$ cat src/rtl/stopwatch_pkg.sv
// stopwatch_pkg: shared types and constants for the stopwatch tick core
package stopwatch_pkg;
  typedef enum logic [1:0] {IDLE, RUN, PAUSE} state_t;
  typedef logic [3:0] bcd_t;
  localparam bcd_t SEC_TENS_MAX = 4'd5;
  localparam bcd_t BCD_MAX = 4'd9;
  localparam logic [1:0] DIG_SEC_ONES = 2'd0;
  localparam logic [1:0] DIG_SEC_TENS = 2'd1;
  localparam logic [1:0] DIG_MIN_ONES = 2'd2;
  localparam logic [1:0] DIG_MIN_TENS = 2'd3;
endpackage

$ cat src/rtl/tick_sync_edge.sv
// tick_sync_edge: synchronise a slow square wave and emit a one-cycle tick per rising edge
module tick_sync_edge #(
  parameter int SYNC_STAGES = 2
) (
  input  logic clk_25MHz,
  input  logic rst_n,
  input  logic async_in,
  output logic tick
);
  logic [SYNC_STAGES-1:0] sync;
  logic hist;
  // shift the input through the synchroniser and remember the last synced level
  always_ff @(posedge clk_25MHz or negedge rst_n) begin
    if (!rst_n) begin
      sync <= '0;
      hist <= 1'b0;
    end else begin
      sync <= {sync[SYNC_STAGES-2:0], async_in};
      hist <= sync[SYNC_STAGES-1];
    end
  end
  assign tick = sync[SYNC_STAGES-1] & ~hist;
endmodule

$ cat src/rtl/stopwatch_tick_core.sv
// stopwatch_tick_core: start/pause/clear MM:SS BCD stopwatch with display scan index
module stopwatch_tick_core
  import stopwatch_pkg::*;
#(
  parameter int SYNC_STAGES = 2,
  parameter int MAX_MIN_TENS = 5
) (
  input  logic       clk_25MHz,
  input  logic       rst_n,
  input  logic       clk_1Hz,
  input  logic       clk_1kHz,
  input  logic       start_stop,
  input  logic       clear,
  output logic [3:0] sec_ones,
  output logic [3:0] sec_tens,
  output logic [3:0] min_ones,
  output logic [3:0] min_tens,
  output logic       running,
  output logic       rollover,
  output logic [1:0] digit_sel,
  output logic [3:0] digit_bcd
);
  localparam bcd_t MIN_TENS_MAX = bcd_t'(MAX_MIN_TENS);
  state_t state;
  logic tick_1hz, tick_1khz;
  logic count, so_wrap, st_wrap, mo_wrap, mt_wrap;
  tick_sync_edge #(.SYNC_STAGES(SYNC_STAGES)) u_sync_1hz (
    .clk_25MHz(clk_25MHz), .rst_n(rst_n), .async_in(clk_1Hz), .tick(tick_1hz)
  );
  tick_sync_edge #(.SYNC_STAGES(SYNC_STAGES)) u_sync_1khz (
    .clk_25MHz(clk_25MHz), .rst_n(rst_n), .async_in(clk_1kHz), .tick(tick_1khz)
  );
  assign count   = (state == RUN) && tick_1hz;
  assign so_wrap = sec_ones == BCD_MAX;
  assign st_wrap = so_wrap && sec_tens == SEC_TENS_MAX;
  assign mo_wrap = st_wrap && min_ones == BCD_MAX;
  assign mt_wrap = mo_wrap && min_tens == MIN_TENS_MAX;
  // run control: clear beats start_stop in PAUSE, clear is ignored while running
  always_ff @(posedge clk_25MHz or negedge rst_n) begin
    if (!rst_n) begin
      state   <= IDLE;
      running <= 1'b0;
    end else begin
      case (state)
        IDLE: if (start_stop) begin
          state   <= RUN;
          running <= 1'b1;
        end
        RUN: if (start_stop) begin
          state   <= PAUSE;
          running <= 1'b0;
        end
        PAUSE: if (clear) begin
          state   <= IDLE;
          running <= 1'b0;
        end else if (start_stop) begin
          state   <= RUN;
          running <= 1'b1;
        end
        default: begin
          state   <= IDLE;
          running <= 1'b0;
        end
      endcase
    end
  end
  // ripple-carry BCD count on 1Hz ticks seen in RUN, zeroed by clear from PAUSE
  always_ff @(posedge clk_25MHz or negedge rst_n) begin
    if (!rst_n) begin
      sec_ones <= '0;
      sec_tens <= '0;
      min_ones <= '0;
      min_tens <= '0;
      rollover <= 1'b0;
    end else if (state == PAUSE && clear) begin
      sec_ones <= '0;
      sec_tens <= '0;
      min_ones <= '0;
      min_tens <= '0;
      rollover <= 1'b0;
    end else begin
      rollover <= count && mt_wrap;
      if (count) sec_ones <= so_wrap ? '0 : sec_ones + 4'd1;
      if (count && so_wrap) sec_tens <= st_wrap ? '0 : sec_tens + 4'd1;
      if (count && st_wrap) min_ones <= mo_wrap ? '0 : min_ones + 4'd1;
      if (count && mo_wrap) min_tens <= mt_wrap ? '0 : min_tens + 4'd1;
    end
  end
  // display scan index advances on every 1kHz tick regardless of state
  always_ff @(posedge clk_25MHz or negedge rst_n) begin
    if (!rst_n) digit_sel <= DIG_SEC_ONES;
    else if (tick_1khz) digit_sel <= digit_sel + 2'd1;
  end
  assign digit_bcd = digit_sel == DIG_SEC_ONES ? sec_ones :
                     digit_sel == DIG_SEC_TENS ? sec_tens :
                     digit_sel == DIG_MIN_ONES ? min_ones : min_tens;
endmodule

$ cat config.mk
export PLATFORM = sky130hd
export DESIGN_NAME = stopwatch_tick_core
export DESIGN_NICKNAME = d
export VERILOG_FILES = /design/src/rtl/stopwatch_pkg.sv /design/src/rtl/tick_sync_edge.sv /design/src/rtl/stopwatch_tick_core.sv
export SDC_FILE = /design/constraint.sdc
export NUM_CORES = 1
export LEC_CHECK = 0
export ABC_AREA = 1
export CAP_MARGIN = 20
export CORE_UTILIZATION = 45
export DETAILED_ROUTE_END_ITERATION = 10
export PLACE_DENSITY_LB_ADDON = 0.25
export SLEW_MARGIN = 10
export SYNTH_ARGS = -nofsm -noshare
export SYNTH_HDL_FRONTEND = slang
export SYNTH_SLANG_ARGS = --single-unit
$ cat constraint.sdc
create_clock -name clk_25MHz -period 3.35 [get_ports clk_25MHz]
set_input_delay 1.005 -clock clk_25MHz [delete_from_list [all_inputs] [get_ports clk_25MHz]]
set_output_delay 1.005 -clock clk_25MHz [all_outputs]
set_load 0.01 [all_outputs]
-- Yosys cells after proc, flatten, opt, wreduce, memory -nomap -nowiden
Cells that the tools add are included.
- add/sub/neg operators: 5
- equality and inequality tests: 9
- muxes and demuxes: 24
- bitwise logic cells: 4
- reduce and logical (&&, ||, !) cells: 15
- operator list (cell ; number):
    $mux W4 ; 15
    $add A4 B1 Y4 const B ; 4
    $logic_and A1 B1 Y1 ; 9
    $eq A4 B3 Y1 const B ; 2
    $eq A4 B4 Y1 const B ; 2
    $reduce_bool A2 Y1 ; 4
    $mux W2 ; 3
    $pmux W2 S3 ; 1
    $eq A2 B1 Y1 const B ; 2
    $eq A2 B2 Y1 const B ; 2
    $logic_not A2 Y1 ; 2
    $mux W1 ; 4
    $pmux W1 S3 ; 1
    $add A2 B1 Y2 const B ; 1
    $and A1 B1 Y1 ; 2
    $ne A2 B2 Y1 const B ; 1
    $not A1 Y1 ; 2
- register bits after elaboration: 28
- input port bits: 6
- output and inout port bits: 24

-- Longest topological paths before layout
Gate-level depths: netlist of run 1.
- depth in word-level cells: 7
- gate-level depth with buffers: 9
- depth with buffers taken out: 9

-- Cells and area by module
Synthesis of run 1 repeated with hierarchy kept, for this count alone.
- cell total of the unflattened synthesis: 174
- area total of the unflattened synthesis: 1562.7 um^2
- by module, submodules not included (module ; times used ; cells each ; area each (um^2)):
    stopwatch_tick_core ; 1 ; 164 ; 1392.6
    tick_sync_edge ; 2 ; 5 ; 85.1

-- Worst setup path after synthesis of run 1
Ideal clock, no wire load.
- path kind: register -> output
- from: register digit_sel[0]
- to: output digit_bcd[0]
- arrival: 1.194 ns
- required time: 2.345 ns
- slack: 1.151 ns
- stages on the path, launching flop included: 7
- buffers on the path: 0
- cells stage by stage: dfrtp_1 inv_1 ha_1 nand2_1 o21ai_0 o211ai_1 o21ai_0
- word-level cells in the longest chain between the ends: 4
- elaborated cells between the ends (all ways): 6
- classes of those cells: 2 x eq/ne; 3 x mux; 1 x reduce/logical
- ends and longest elaborated chain (element ; RTL line ; RTL):
    start, declared ; stopwatch_tick_core.sv:20 ; output logic [1:0] digit_sel,
    start signal, assigned ; stopwatch_tick_core.sv:92 ; else if (tick_1khz) digit_sel <= digit_sel + 2'd1;
    $eq A2 B2 Y1 ; stopwatch_tick_core.sv:96 ; digit_sel == DIG_MIN_ONES ? min_ones : min_tens;
    $mux W4 ; stopwatch_tick_core.sv:96 ;
    $mux W4 ; stopwatch_tick_core.sv:95 ; digit_sel == DIG_SEC_TENS ? sec_tens :
    $mux W4 * ; stopwatch_tick_core.sv:94 ; assign digit_bcd = digit_sel == DIG_SEC_ONES ? sec_ones :
    end, declared ; stopwatch_tick_core.sv:21 ; output logic [3:0] digit_bcd
Mark *: on every way between the ends. The rest lies on a longest branch, timed or not.

-- Worst setup path after layout of run 1
- from: register digit_sel[0]
- to: output digit_bcd[2]
The elaborated chain is that of the path after synthesis.

==> metrics.md, run 1 <==
| Metric | Value |
|---|---|
| Core area | `3337 um^2` |
| Placed cell count | `between 200 and 300` |
| Antenna Cells | `0` |
| Die width | `between 60 and 70 um` |
| Crit path largest cell delay | `0.56 ns` |
| H-tree depth | `1` |
| Mapped Nets | `between 150 and 200` |
| Antenna violations before repair | `0` |
| DP Worst Slack | `slightly above 0.6 ns` |
| Synth area leader | `dfrtp_1` |
| Post-CTS Resized | `0` |
| Filler cells | `~300` |
| Clock Tree Buf Depth | `2` |
| Leakage power | `roughly 0.89 nW` |
| Pins Over Slew Limit | `0` |
| Maxcap violations | `0` |
| Worst VDD drop | `around 300 uV` |
| Via count | `between 1k and 1.5k` |
| Worst path slowest cell | `clkdlybuf4s50_1` |
| Row cnt | `21` |
| Hpwl dp | `between 2 and 3 mm` |
| Crit. End Element | `output port` |
| CTS tree | `yes` |
| Clock transition at path regs | `roughly 0.16 ns` |
| CP delay by family, top | `buffers and inverters` |
| Status | `finished, final reports clean` |
| Total GRT Usage | `19.90%` |
| CP max FO | `8` |
| Synth Instances | `180` |
| TNS Setup | `0 ns` |
| Cell variety after synth | `26` |
| Vias in the first global route | `approximately 1.3k` |
| Avg Cell Area, Syn | `about 8.8 um^2` |
| Initial Util | `a little under half` |
| Sw frac | `between 30% and 40%` |
| Critical path class | `reg -> out` |
| Initial DRC count | `65` |
| Placer congestion estimate | `approximately 0.86` |
| Largest net degree at the start of global routing | `29` |
| Io pins | `30` |
| Predominant post-synthesis flop cell | `dfrtp_1` |
| Final hold vios | `0` |
| Power per Cell Area | `~640 nW/um^2` |
| GR Overflow Total | `0` |
| Hold Path Class | `reg -> reg` |
| Vias per cell | `5.217` |
| Post-DP Area | `1916 um^2` |
| Seq/Total Area, Yosys | `between 40% and 50%` |
| Pint | `around 0.8 mW` |
| Power share of the clock group | `~18%` |
| Drt total wl | `between 3 and 4 mm` |
| Combinational power share | `a little over two fifths` |
| Worst path required time | `between 2 and 2.5 ns` |
| Worst Tran Pin Value | `approximately 0.35 ns` |
| P_sw | `0.4659 mW` |
| Part of the power in registers | `roughly two fifths` |
| Final ANT Viol Nets | `0` |
| Slew HR | `~76%` |
| Max Freq | `~320 MHz` |
| CTS Buf Count | `3` |
| Fin nets | `230` |
| Final setup violation count | `0` |
| Worst-case clock skew | `0.003087 ns` |
| Crit path buffers/inverters | `2` |
| Clock latency on the worst-skew pair | `between 0.3 and 0.4 ns` |
| IO Port Bufs | `29` |
| CP arrival | `2.10 ns` |
| Post-synth EDFFs | `0` |
| Tcrit/Tclk final | `92.80%` |
| Crit-path cells | `inv_1 > ha_1 > nor2_1 > a21oi_1 > o211ai_1 > o21ai_0 > clkdlybuf4s50_1` |
| Largest cells by area after synthesis | `dfrtp_1 (44%), ha_1 (8.7%), nand2_1 (8.3%), inv_1 (5.2%), xor2_1 (3.9%)` |
| RSZ-0062 raised after global routing | `false` |
| Synthesis-to-finish area growth | `24.94%` |
| Proportion of layout cells with a drive suffix above 1 | `approximately a tenth` |
| Period minus WS final | `between 3 and 4 ns` |
| WL/cell | `approximately 13 um` |
| Die height | `between 60 and 70 um` |
| Mapped Area | `1575 um^2` |
| # hold bufs at CTS | `0` |
| Area of the die | `3741 um^2` |
| Synth Register Bits | `28` |
| CTS root buf | `clkbuf_4` |
| Clock sinks | `28` |
| CP startpoint kind | `flop` |
| DRC violations left | `0` |
| Global-route wire length before repair | `5.540 mm` |
| Synth top area share | `between 40% and 50%` |
| FFs w/ async S/R, synth | `100.0%` |
| Post-route worst setup slack | `0.2410 ns` |
| Post CTS Setup Buffer Count | `0` |
| Yosys warns | `0` |
| First-pass DRT Iterations | `4` |
| Fin area | `1968 um^2` |
| Filler-free cell count of the finished design | `between 200 and 300` |
| Final core utilization | `between 50 and 60%` |
-- cells in the mapped netlist, types with 2 or more instances --
master / n
a21oi_1: 6
dfrtp_1: 28
ha_1: 11
inv_1: 22
nand2_1: 35
nand2_2: 3
nand3_1: 11
nand3_2: 2
nand4_1: 6
nor2_1: 14
nor2_2: 2
nor2_4: 3
o211ai_1: 4
o21ai_0: 10
o21ai_1: 3
o21ai_2: 2
o22ai_1: 3
xor2_1: 7
-- flip-flops by register name, summed over array words and instances (netlist names) --
name / flops
digit_sel: 2
min_ones: 4
min_tens: 4
rollover: 1
running: 1
sec_ones: 4
sec_tens: 4
state: 2
u_sync_1hz.hist: 1
u_sync_1hz.sync: 2
u_sync_1khz.hist: 1
u_sync_1khz.sync: 2
-- area by class of cell --
class                           count  area [um^2]  share of cell area [%]
Tap cell                           46        57.56                   2.924
Multi-Input combinational cell    127        773.2                   39.29
Clock inverter                      1        30.03                   1.526
Sequential cell                    28        700.7                   35.60
Timing Repair Buffer               30        297.8                   15.13
Clock buffer                        3        22.52                   1.144
Inverter                           23        86.33                   4.387
-- power groups by stage --
stage / Combinational [mW] / Clock (mW) / Sequential (mW)
after global routing: 0.618 / 0.241 / 0.498
after CTS: 0.555 / 0.232 / 0.487
final: 0.553 / 0.225 / 0.486
after floorplan: 0.283 / 0 / 0.504
after global placement: 0.538 / 0 / 0.487
after detailed placement: 0.551 / 0 / 0.495
-- per-layer routing --
metal | GRT usage [%] | vias to the layer above | wire length (um)
met5 | 0 | - | 0
met4 | 7.143 | 0 | 32
met3 | 2.731 | 4 | 160
met2 | 34.01 | 37 | 1652
met1 | 25.80 | 645 | 1524
li1 | - | 660 | -
-- worst reg2reg max path, stage by stage (launching register included) --
cell and delay, ns:
dfrtp_1 0.45, inv_1 0.11, ha_1 0.19, nand3_2 0.14, nor2_1 0.25, nand3_1 0.23
nand4_1 0.18, nand2_1 0.06
-- per-stage QoR --
step | hold WS [ns] | total power, mW
2_1_floorplan | 0.3312 | 0.7878
3_3_place_gp | 0.3348 | 1.025
3_5_place_dp | 0.3389 | 1.046
4_1_cts | 0.3743 | 1.274
5_1_grt | 0.3791 | 1.357
6_report | 0.3694 | 1.264
-- placed cells by master (no fill, tap or decap), types with 2 or more instances in the layout --
cell and count:
xor2_1 7, nor2_1 14, clkbuf_4 3, dfrtp_1 28, nand3_2 2, nand3_1 11
nor2_4 3, nor2_2 2, ha_1 11, nand2_1 35, o21ai_2 2, a21oi_1 6
inv_1 22, o211ai_1 4, o21ai_1 3, nand4_1 6, o22ai_1 3, clkdlybuf4s50_1 29
o21ai_0 10, nand2_2 3
-- logic make-up after synthesis --
family	after synthesis	share of synthesized area, %
simple gates	78	24.15
compound gates	31	12.31
flops	28	44.48
buf+inv	25	6.433
fa+ha+maj	11	8.737
xor+xnor	7	3.892
-- worst paths after layout --
kind | slack [ns] | from | end | cells past startpoint
max in group asynchronous | 2.06 | rst_n | digit_sel[0] | 2
max | 0.24 | digit_sel[0] | digit_bcd[2] | 7
min reg2reg | 0.37 | u_sync_1hz.sync[0] | u_sync_1hz.sync[1] | 0
min in group asynchronous | 1.03 | rst_n | sec_tens[2] | 2
min | 0.37 | u_sync_1hz.sync[0] | u_sync_1hz.sync[1] | 0
max reg2reg | 1.66 | sec_ones[1] | min_tens[1] | 7
Power figures use the tool's default switching activity.
==> run 2, diff against run 1 <==
Settings changed: HOLD_SLACK_MARGIN set to 0.03.
==> results of run 2 <==
No change in the layout: final DEF, timing and power equal those of run 1.
